===== src/rtl/iiitb_sdm_pkg.sv =====
// rtl/iiitb_sdm_pkg.sv - shared report-state enum and default sizing for the 1010 match monitor
package iiitb_sdm_pkg;

  typedef enum logic {
    EMPTY = 1'b0,
    FULL  = 1'b1
  } rep_state_t;

  localparam int DEF_WIN_LEN = 16;
  localparam int DEF_CNT_W   = 5;
  localparam int DEF_IRQ_THR = 4;

endpackage


===== src/rtl/iiitb_win_ctr.sv =====
// rtl/iiitb_win_ctr.sv - window bit counter and saturating match counter with sticky overflow
// Optional threshold interrupt under IIITB_SDM_IRQ_EN.
module iiitb_win_ctr
  import iiitb_sdm_pkg::*;
#(
  parameter int WIN_LEN = DEF_WIN_LEN,
  parameter int CNT_W   = DEF_CNT_W
`ifdef IIITB_SDM_IRQ_EN
  ,
  parameter int IRQ_THR = DEF_IRQ_THR
`endif
) (
  input  logic             clk,
  input  logic             reset,
  input  logic             bit_vld,
  input  logic             y_in,
  output logic             win_done,
  output logic [CNT_W-1:0] fin_count,
  output logic             fin_ovf
`ifdef IIITB_SDM_IRQ_EN
  ,
  output logic             irq
`endif
);

  localparam int              WW   = $clog2(WIN_LEN);
  localparam logic [WW-1:0]   LAST = WW'(WIN_LEN - 1);
  localparam logic [CNT_W-1:0] SAT = '1;

  logic [WW-1:0]    win_cnt;
  logic [CNT_W-1:0] count, count_nxt;
  logic             ovf, ovf_nxt, inc, at_sat;

  // fin_* already include the current bit, so the final bit of a window lands in its report
  always_comb begin
    inc       = bit_vld & y_in;
    at_sat    = (count == SAT);
    win_done  = bit_vld && (win_cnt == LAST);
    fin_count = (inc && !at_sat) ? count + CNT_W'(1) : count;
    fin_ovf   = ovf | (inc & at_sat);
    count_nxt = win_done ? '0 : fin_count;
    ovf_nxt   = win_done ? 1'b0 : fin_ovf;
  end

  always_ff @(posedge clk or negedge reset) begin
    if (!reset) begin
      win_cnt <= '0;
      count   <= '0;
      ovf     <= 1'b0;
    end else begin
      if (bit_vld) win_cnt <= win_done ? '0 : win_cnt + WW'(1);
      count <= count_nxt;
      ovf   <= ovf_nxt;
    end
  end

`ifdef IIITB_SDM_IRQ_EN
  logic [31:0] count_ext;
  assign count_ext = 32'(count_nxt);

  always_ff @(posedge clk or negedge reset) begin
    if (!reset) irq <= 1'b0;
    else        irq <= (count_ext >= 32'(IRQ_THR));
  end
`endif

endmodule


===== src/rtl/iiitb_sdm_mon.sv =====
// rtl/iiitb_sdm_mon.sv - windowed 1010-match monitor with a single-entry report slot
// Optional irq port and threshold logic under IIITB_SDM_IRQ_EN.
module iiitb_sdm_mon
  import iiitb_sdm_pkg::*;
#(
  parameter int WIN_LEN = DEF_WIN_LEN,
  parameter int CNT_W   = DEF_CNT_W
`ifdef IIITB_SDM_IRQ_EN
  ,
  parameter int IRQ_THR = DEF_IRQ_THR
`endif
) (
  input  logic             clk,
  input  logic             reset,
  input  logic             bit_vld,
  input  logic             y_in,
  output logic             rep_valid,
  input  logic             rep_ready,
  output logic [CNT_W-1:0] rep_count,
  output logic             rep_ovf,
  output logic             rep_drop
`ifdef IIITB_SDM_IRQ_EN
  ,
  output logic             irq
`endif
);

  logic             win_done, fin_ovf;
  logic [CNT_W-1:0] fin_count;
  rep_state_t       state_q, state_d;
  logic             load, drop;

  iiitb_win_ctr #(
    .WIN_LEN (WIN_LEN),
    .CNT_W   (CNT_W)
`ifdef IIITB_SDM_IRQ_EN
    ,
    .IRQ_THR (IRQ_THR)
`endif
  ) u_win_ctr (
    .clk       (clk),
    .reset     (reset),
    .bit_vld   (bit_vld),
    .y_in      (y_in),
    .win_done  (win_done),
    .fin_count (fin_count),
    .fin_ovf   (fin_ovf)
`ifdef IIITB_SDM_IRQ_EN
    ,
    .irq       (irq)
`endif
  );

  // A completion while full replaces the slot only if the old report leaves this same cycle
  always_comb begin
    state_d = state_q;
    load    = 1'b0;
    drop    = 1'b0;
    case (state_q)
      EMPTY: begin
        if (win_done) begin
          load    = 1'b1;
          state_d = FULL;
        end
      end
      FULL: begin
        if (win_done) begin
          if (rep_ready) load = 1'b1;
          else           drop = 1'b1;
        end else if (rep_ready) begin
          state_d = EMPTY;
        end
      end
      default: state_d = EMPTY;
    endcase
  end

  always_ff @(posedge clk or negedge reset) begin
    if (!reset) begin
      state_q   <= EMPTY;
      rep_count <= '0;
      rep_ovf   <= 1'b0;
      rep_drop  <= 1'b0;
    end else begin
      state_q  <= state_d;
      rep_drop <= drop;
      if (load) begin
        rep_count <= fin_count;
        rep_ovf   <= fin_ovf;
      end
    end
  end

  assign rep_valid = (state_q == FULL);

endmodule


===== config.mk =====
export PLATFORM = sky130hd
export DESIGN_NAME = iiitb_sdm_mon
export DESIGN_NICKNAME = d
export VERILOG_FILES = /design/src/rtl/iiitb_sdm_pkg.sv /design/src/rtl/iiitb_win_ctr.sv /design/src/rtl/iiitb_sdm_mon.sv
export SDC_FILE = /design/constraint.sdc
export NUM_CORES = 1
export LEC_CHECK = 0
export CORE_ASPECT_RATIO = 2
export CORE_MARGIN = 8
export CORE_UTILIZATION = 30
export CTS_CLUSTER_SIZE = 14
export DETAILED_ROUTE_END_ITERATION = 10
export GPL_TIMING_DRIVEN = 0
export PLACE_DENSITY = 0.49
export RECOVER_POWER = 100
export SLEW_MARGIN = 20
export SYNTH_ARGS = -nofsm -noshare
export SYNTH_HDL_FRONTEND = slang
export SYNTH_HIERARCHICAL = 1
export SYNTH_SLANG_ARGS = --single-unit

===== constraint.sdc =====
create_clock -name clk -period 1.8 [get_ports clk]
set_input_delay 0.54 -clock clk [delete_from_list [all_inputs] [get_ports clk]]
set_output_delay 0.54 -clock clk [all_outputs]
set_load 0.02 [all_outputs]

==> flow_summary.ini, run 1 <==
[critical_path]
worstPathCellList = ha_2 > and3_4 > ha_4 > nand3b_4 > mux2_4 > mux2_4
critPathArrivalTime_ps = 1970
worstRegToRegCells = 6
reg2reg_from = u_win_ctr/count[0]$_DFF_PN0_
rrSetupSlack_ps = -30
crit_fanout = 5
crit_required_ps = 1940
cpMaxStageDelayCell = dfrtp_1
critPathMaxStageDelay_ps = 400
r2r_end = rep_count[4]$_DFFE_PN0P_
end_kind = register
critPathKind = register to register
cp-start-kind = register
crit_top_cell = mux2_4

[sta]
setup_viol = 2
fin_skew_ps = 0.954
hold-worst-slack_ps = 505
max_slew_margin = 0.430
setup_ws_ps = -29.1
tns_ps = -46.4
hold_viol_final = 0
fmax_ghz = 0.547
slew_viol_final = 0
period_needed_ps = 1830
rsz0062_at_grt = yes
worst_pin_slew_ps = 852
post-route-period-util = 1.02

[floorplanning]
die_y_um = 91.5
rows = 27
initial_core_util = 0.312
die_area_sq_mm = 0.00492
die_x_um = 53.7
ios = 13
core_sq_mm = 0.00274

[cts]
cts-root-buf = clkbuf_8
clk_latency_ps = 250
cts_buffers = 3
clock_sinks = 18
clk_pin_slew_ps = 70
cts_hold_buf = 0
cts_tree = yes
clockBufferDepth = 2
cts.htree.levels = 1

[placed_design]
place.gp.congestion = 0.673
io_buffers = 11
dp_cells = 103
hpwlAfterDp_mm = 1.22

[hold_path]
hold_depth = 1
min-delay-start = u_win_ctr/win_cnt[3]$_DFFE_PN0P_
whs_endpoint = u_win_ctr/win_cnt[3]$_DFFE_PN0P_
min_path_type = register to register

[detailed_routing]
drtPass1Iterations = 4
drt_iter0_drc = 14
drc = 0
ant_nets = 0
post_drt_wl_per_cell_um = 15.3
vias = 535
routed_wl_mm = 1.69
vias_per_cell = 4.82

[pwr]
cellLeakagePower_nw = 0.533
vdd_drop_max_uv = 582
p_total_mw = 1.61
pwr_density_cell_mw_per_mm2 = 1450

[run_status]
status = finished with violations
violations = negative setup slack

[final_layout]
fillers = 265
drive_gt1_frac = 0.341
area_delta_synth_final_pct = 29.7
layout.nets = 91
antennaDiodeCount = 0
final_cells = 111
utilization = 0.405

[global_routing]
grtUsageTotal = 0.0767
antenna_found_initial = 0
first_global_vias = 606
grt_pass1_wl_mm = 2.78
grt_max_degree = 19
overflow = 0

[job]
drv_cap = 0

[yosys]
synthArstFlopShare = 1.00
ys.flop_type = dfrtp_1
syn_nets = 71
synth_edf_count = 0
syn-mean-instance-area_sq_um = 13.6
syn_area_sq_um = 855
postSynthCellCount = 63
yosysUniqueCellTypes = 24
ys_ff_latch = 18
yosys_warnings = 6
ys_seq_area_frac = 0.527
-- cell usage after synthesis (2+ instances only) --
cell      n  area [sq um]
and2_1    5          31.3
inv_1     2          7.51
nand2_1   5          18.8
ha_1      3          37.5
xnor2_1   3          26.3
mux2_4    8           120
nand4_1   2          12.5
o21ai_0   2          10.0
dfrtp_1  18           450
-- cell type report --
type                       count  area [sq um]  area share
sequential                    18           450       0.406
multi-input combinational     42           409       0.369
timing repair buffer          15           139       0.125
clock buffer                   4          55.1      0.0497
tap                           29          36.3      0.0327
buffer                         1          11.3      0.0102
inverter                       2          7.51     0.00677
-- layout by cell type, fill, tap and decap left out, types with 2 or more instances in the layout --
| cell | instances |
|---|---|
| and2_1 | 5 |
| inv_1 | 2 |
| nand4_1 | 2 |
| clkbuf_8 | 4 |
| dfrtp_1 | 18 |
| mux2_4 | 8 |
| o21ai_0 | 2 |
| buf_4 | 4 |
| xnor2_1 | 3 |
| nand2_1 | 5 |
| clkdlybuf4s50_1 | 9 |
-- worst max-delay path, delay by kind of cell, from the launching register on --
kind | cells | cell delay, ps
DFF | 1 | 400
and+or+nand+nor | 2 | 380
adders and majority gates | 2 | 360
muxes | 2 | 590
-- cell families after synthesis --
group,synth area share
AO/OA/AOI/OAI,0.0439
XOR/XNOR,0.0308
adder cells (fa/ha/maj),0.0439
buffers and inverters,0.0220
flip-flops,0.527
multiplexers,0.165
AND/OR/NAND/NOR,0.167
-- sequential cells by signal, indices dropped and copies added, names as in the netlist --
signal	cells
rep_ovf	1
u_win_ctr/count	5
rep_drop	1
rep_count	5
rep_valid	1
u_win_ctr/win_cnt	4
u_win_ctr/ovf	1
-- how the worst max path moves through the flow --
stage / to / startpoint / slack [ps] / cells after the start
6_report: rep_count[4]$_DFFE_PN0P_ / u_win_ctr/count[0]$_DFF_PN0_ / -30 / 6
3_5_place_dp: rep_count[4]$_DFFE_PN0P_ / y_in / -140 / 4
5_1_grt: rep_count[4]$_DFFE_PN0P_ / u_win_ctr/count[0]$_DFF_PN0_ / -70 / 6
3_3_place_gp: rep_count[4]$_DFFE_PN0P_ / y_in / -150 / 4
4_1_cts: rep_count[4]$_DFFE_PN0P_ / u_win_ctr/count[0]$_DFF_PN0_ / -10 / 6
2_1_floorplan: rep_count[1]$_DFFE_PN0P_ / u_win_ctr/count[0]$_DFF_PN0_ / 3 / 6
-- per-stage QoR --
step | instance area [sq um] | setup WS (ps)
after detailed placement | 1000 | -140
after global placement | 1000 | -150
after global routing | 1110 | -66.2
after floorplan | 857 | 3.08
final | 1110 | -29.1
after CTS | 1100 | -12.1
-- report_power, final --
group          internal (mW)  switching (mW)
clock                  0.194           0.136
combinational          0.364           0.250
sequential             0.548           0.115
-- what timing repair did --
action,in CTS,in global routing
buffers inserted,3,1
pin swaps,1,2
endpoints found under the setup margin,7,6
gates resized for setup,4,1
-- layer usage --
| layer | GRT usage | routed length [um] | up-vias |
|---|---|---|---|
| li1 | - | - | 254 |
| met1 | 0.0743 | 644 | 272 |
| met2 | 0.128 | 957 | 7 |
| met3 | 0.0245 | 67 | 2 |
| met4 | 0.0508 | 23 | 0 |
| met5 | 0 | 0 | - |
Power figures use the tool's default switching activity.
==> run 2: changes to the inputs <==
Settings changed: REMOVE_ABC_BUFFERS set to 1.
==> flow_summary.ini, run 2 (synthesis gave the netlist of run 1 again) <==
[sta]
tns_ps = -32.2
hold_viol_final = 0
max_slew_margin = 0.449
fmax_ghz = 0.549
post-route-period-util = 1.01
rsz0062_at_grt = yes
slew_viol_final = 0
worst_pin_slew_ps = 823
setup_viol = 2
fin_skew_ps = 1.54
period_needed_ps = 1820
setup_ws_ps = -22.7

[placed_design]
place_ws_ps = -637
hpwlAfterDp_mm = 1.18
place.gp.congestion = 0.691
io_buffers = 12

[critical_path]
crit_fanout = 5
critPathArrivalTime_ps = 1960
cp-startpoint = u_win_ctr/count[1]$_DFF_PN0_
critPathKind = register to register
cp-start-kind = register
reg2reg_from = u_win_ctr/count[1]$_DFF_PN0_
crit_required_ps = 1940
end_kind = register

[cts]
cts_tree = yes
cts.htree.levels = 1
cts_hold_buf = 0
clock_sinks = 18
cts_buffers = 3
cts-root-buf = clkbuf_8
clk_pin_slew_ps = 70
clk_latency_ps = 250
clockBufferDepth = 2

[pwr]
cellLeakagePower_nw = 0.529
vdd_drop_max_uv = 514
switching_share = 0.319
pwr_density_cell_mw_per_mm2 = 1410
p_switching_mw = 0.492
pwr-share-clk = 0.179
combPwrFrac = 0.392
p_int_mw = 1.05
seq_power_share = 0.429

[floorplanning]
core_sq_mm = 0.00274
ios = 13
die_area_sq_mm = 0.00492
die_x_um = 53.7
initial_core_util = 0.312
die_y_um = 91.5
rows = 27

[final_layout]
utilization = 0.400
fillers = 271
layout.nets = 93
antennaDiodeCount = 0
mostFrequentLayoutCells = 18 x dfrtp_1, 8 x mux2_4, 8 x clkdlybuf4s50_1
area_delta_synth_final_pct = 28.1
final_common_cell = dfrtp_1
drive_gt1_frac = 0.337
largestRegisters = rep_count (5), u_win_ctr/count (5), u_win_ctr/win_cnt (4)

[global_routing]
overflow = 0
grtUsageTotal = 0.0717
grt_pass1_wl_mm = 2.62
antenna_found_initial = 0
first_global_vias = 596
grt_max_degree = 19

[hold_path]
min-delay-start = u_win_ctr/win_cnt[3]$_DFFE_PN0P_
min_path_type = register to register

[detailed_routing]
routed_wl_mm = 1.65
ant_nets = 0
vias = 527
drc = 0
drtPass1Iterations = 4
drt_iter0_drc = 11
vias_per_cell = 4.71
post_drt_wl_per_cell_um = 14.8

[run_status]
violations = negative setup slack
status = finished with violations

[job]
drv_cap = 0
-- run 2: changes by cell type in the layout (fill, tap and decap cells not counted) --
cell and delta:
buf_4 +2, clkbuf_1 +2, buf_6 -1, clkbuf_8 -1, clkdlybuf4s50_1 -1, dlygate4sd2_1 +1, dlygate4sd3_1 -1
-- run 2: final timing paths --
path                       slack (ps)  depth (start not counted)                          endpoint
hold reg to reg                   500                          1  u_win_ctr/win_cnt[3]$_DFFE_PN0P_
max in group asynchronous         530                          1           u_win_ctr/ovf$_DFF_PN0_
setup / recovery                  -20                          6          rep_count[4]$_DFFE_PN0P_
setup reg to reg                  -20                          6          rep_count[4]$_DFFE_PN0P_
hold / removal                    500                          1  u_win_ctr/win_cnt[3]$_DFFE_PN0P_
min in group asynchronous         770                          1  u_win_ctr/win_cnt[2]$_DFFE_PN0P_
-- run 2: area by class of cell --
cell class                 count  area [sq um]  share of cell area
inverter                       2          7.51             0.00686
sequential                    18           450               0.411
clock buffer                   3          41.3              0.0377
tap                           29          36.3              0.0331
multi-input combinational     42           409               0.374
timing repair buffer          18           150               0.137
-- run 2: through the flow --
| step | total power [mW] | hold WS [ps] | cells | cell area (sq um) |
|---|---|---|---|---|
| global route | 1.64 | 515 | 112 | 1090 |
| detailed placement | 1.21 | 486 | 103 | 1000 |
| floorplan | 1.01 | 244 | 62 | 843 |
| finish | 1.54 | 498 | 112 | 1090 |
| global placement | 1.20 | 471 | 103 | 1000 |
| CTS | 1.57 | 498 | 111 | 1100 |
-- run 2: metal layers --
metal / wire, um / track usage / up-vias
li1: - / - / 258
met1: 647 / 0.0712 / 258
met2: 906 / 0.121 / 9
met3: 75 / 0.0163 / 2
met4: 24 / 0.0508 / 0
met5: 0 / 0 / -
-- run 2: timing repair --
action | in CTS | in global routing
gates resized for setup | 7 | 2
pin swaps | 4 | 1
setup buffers | 5 | 1
cloned | 0 | 0
endpoints found under the setup margin | 11 | 5
-- run 2: power groups by stage --
stage	Sequential, mW	Clock [mW]	Combinational, mW
2_1_floorplan	0.705	0	0.306
6_report	0.662	0.275	0.603
4_1_cts	0.664	0.285	0.617
5_1_grt	0.681	0.304	0.656
3_3_place_gp	0.663	0	0.534
3_5_place_dp	0.670	0	0.543
-- run 2: worst max-delay path, cell delays in order (launching register included) --
cell and delay [ps]:
dfrtp_1 400, ha_2 190, and3_4 180, ha_4 150, nand3b_4 190, mux2_4 340, mux2_4 260
==> run 3: changes to the inputs <==
Settings changed: ABC_CLOCK_PERIOD_IN_PS set to 1800, CELL_PAD_IN_SITES_DETAIL_PLACEMENT set to 2, CELL_PAD_IN_SITES_GLOBAL_PLACEMENT set to 2, PLACE_DENSITY 0.49 to 0.67.
==> flow_summary.ini, run 3 (synthesis gave the netlist of run 1 again) <==
[run_status]
status = finished with violations
violations = negative setup slack

[job]
drv_cap = 0

[critical_path]
crit_required_ps = 1940
end_kind = register
critPathArrivalTime_ps = 1970
critPathKind = register to register
cp-start-kind = register
crit_fanout = 5

[final_layout]
fillers = 282
utilization = 0.406
drive_gt1_frac = 0.341
largestRegisters = rep_count (5), u_win_ctr/count (5), u_win_ctr/win_cnt (4)
design_area_sq_mm = 0.00111
multi_input_area_sq_um = 409
final_common_cell = dfrtp_1
area_delta_synth_final_pct = 30.2
seq_area_sq_um = 450
mostFrequentLayoutCells = 18 x dfrtp_1, 8 x mux2_4, 7 x clkdlybuf4s50_1
final_cells = 114
antennaDiodeCount = 0
layout.nets = 94

[global_routing]
grtUsageTotal = 0.0941
grt_use_met2 = 0.149
grt_use_met1 = 0.106
use_met3 = 0.0327
grt-busiest-layer = met2
first_global_vias = 669
antenna_found_initial = 0
grt_max_degree = 19
grt_pass1_wl_mm = 3.41
overflow = 0

[placed_design]
place_ws_ps = -659
hpwlAfterDp_mm = 1.32
io_buffers = 12
dp_cells = 103
placed_area_sq_um = 1000
place.gp.congestion = 0.720

[pwr]
p_total_mw = 1.63
cellLeakagePower_nw = 0.540
vdd_drop_max_uv = 555
pwr_density_cell_mw_per_mm2 = 1460

[cts]
cts_tree = yes
cts_buffers = 3
clk_latency_ps = 250
cts.htree.levels = 1
clk_pin_slew_ps = 70
cts-root-buf = clkbuf_8
clock_sinks = 18
cts_hold_buf = 0
clockBufferDepth = 2

[sta]
slew_viol_final = 0
post-route-period-util = 1.02
setup_ws_ps = -29.2
period_needed_ps = 1830
max_slew_margin = 0.440
fin_skew_ps = 1.40
hold_viol_final = 0
tns_ps = -61.0
setup_viol = 3
rsz0062_at_grt = yes
worst_pin_slew_ps = 837
fmax_ghz = 0.547
hold-worst-slack_ps = 500

[floorplanning]
initial_core_util = 0.312
ios = 13
die_x_um = 53.7
core_sq_mm = 0.00274
rows = 27
die_y_um = 91.5
die_area_sq_mm = 0.00492

[hold_path]
min_path_type = register to register

[detailed_routing]
drt_iter0_drc = 3
drc = 0
ant_nets = 0
routed_wl_mm = 1.95
vias = 549
drtPass1Iterations = 2
vias_per_cell = 4.82
post_drt_wl_per_cell_um = 17.1
## run 3: report_power, final
group	switching, mW	total, mW	internal [mW]
Clock	0.135	0.329	0.194
Combinational	0.270	0.635	0.365
Sequential	0.115	0.663	0.548
Total	0.520	1.63	1.11
## run 3: area by class of cell
cell class,count,area share
clock buffer,4,0.0495
sequential,18,0.405
inverter,2,0.00675
timing repair buffer,19,0.138
multi-input combinational,42,0.368
tap,29,0.0326
## run 3: path summary, 6_finish.rpt
path / endpoint / cells past startpoint / start / slack [ps]
worst min register to register: u_win_ctr/win_cnt[3]$_DFFE_PN0P_ / 1 / u_win_ctr/win_cnt[3]$_DFFE_PN0P_ / 500
worst max-delay path: rep_count[1]$_DFFE_PN0P_ / 6 / u_win_ctr/count[0]$_DFF_PN0_ / -30
max in group asynchronous: u_win_ctr/win_cnt[3]$_DFFE_PN0P_ / 1 / reset / 450
min in group asynchronous: u_win_ctr/win_cnt[0]$_DFFE_PN0P_ / 1 / reset / 830
worst max register to register: rep_count[1]$_DFFE_PN0P_ / 6 / u_win_ctr/count[0]$_DFF_PN0_ / -30
worst min-delay path: u_win_ctr/win_cnt[3]$_DFFE_PN0P_ / 1 / u_win_ctr/win_cnt[3]$_DFFE_PN0P_ / 500
## run 3: critical path, cell delays in order, from the launching register on
cell      delay, ps
dfrtp_1         390
ha_2            200
and3_4          180
ha_4            150
nand3b_4        200
mux2_4          330
mux2_4          260
## run 3: repair_timing
action                                  in CTS  in global routing
buffers inserted                             6                  1
gates resized for setup                      7                  2
endpoints found under the setup margin      12                  9
pin swaps                                    2                  2
endpoints found under the hold margin        0                  0
cloned                                       0                  0
## run 3: per-layer routing
metal / vias up / wire length, um / share of wire
li1: 260 / - / -
met1: 277 / 750 / 0.39
met2: 10 / 1070 / 0.55
met3: 2 / 100 / 0.051
met4: 0 / 28 / 0.014
met5: - / 0 / 0
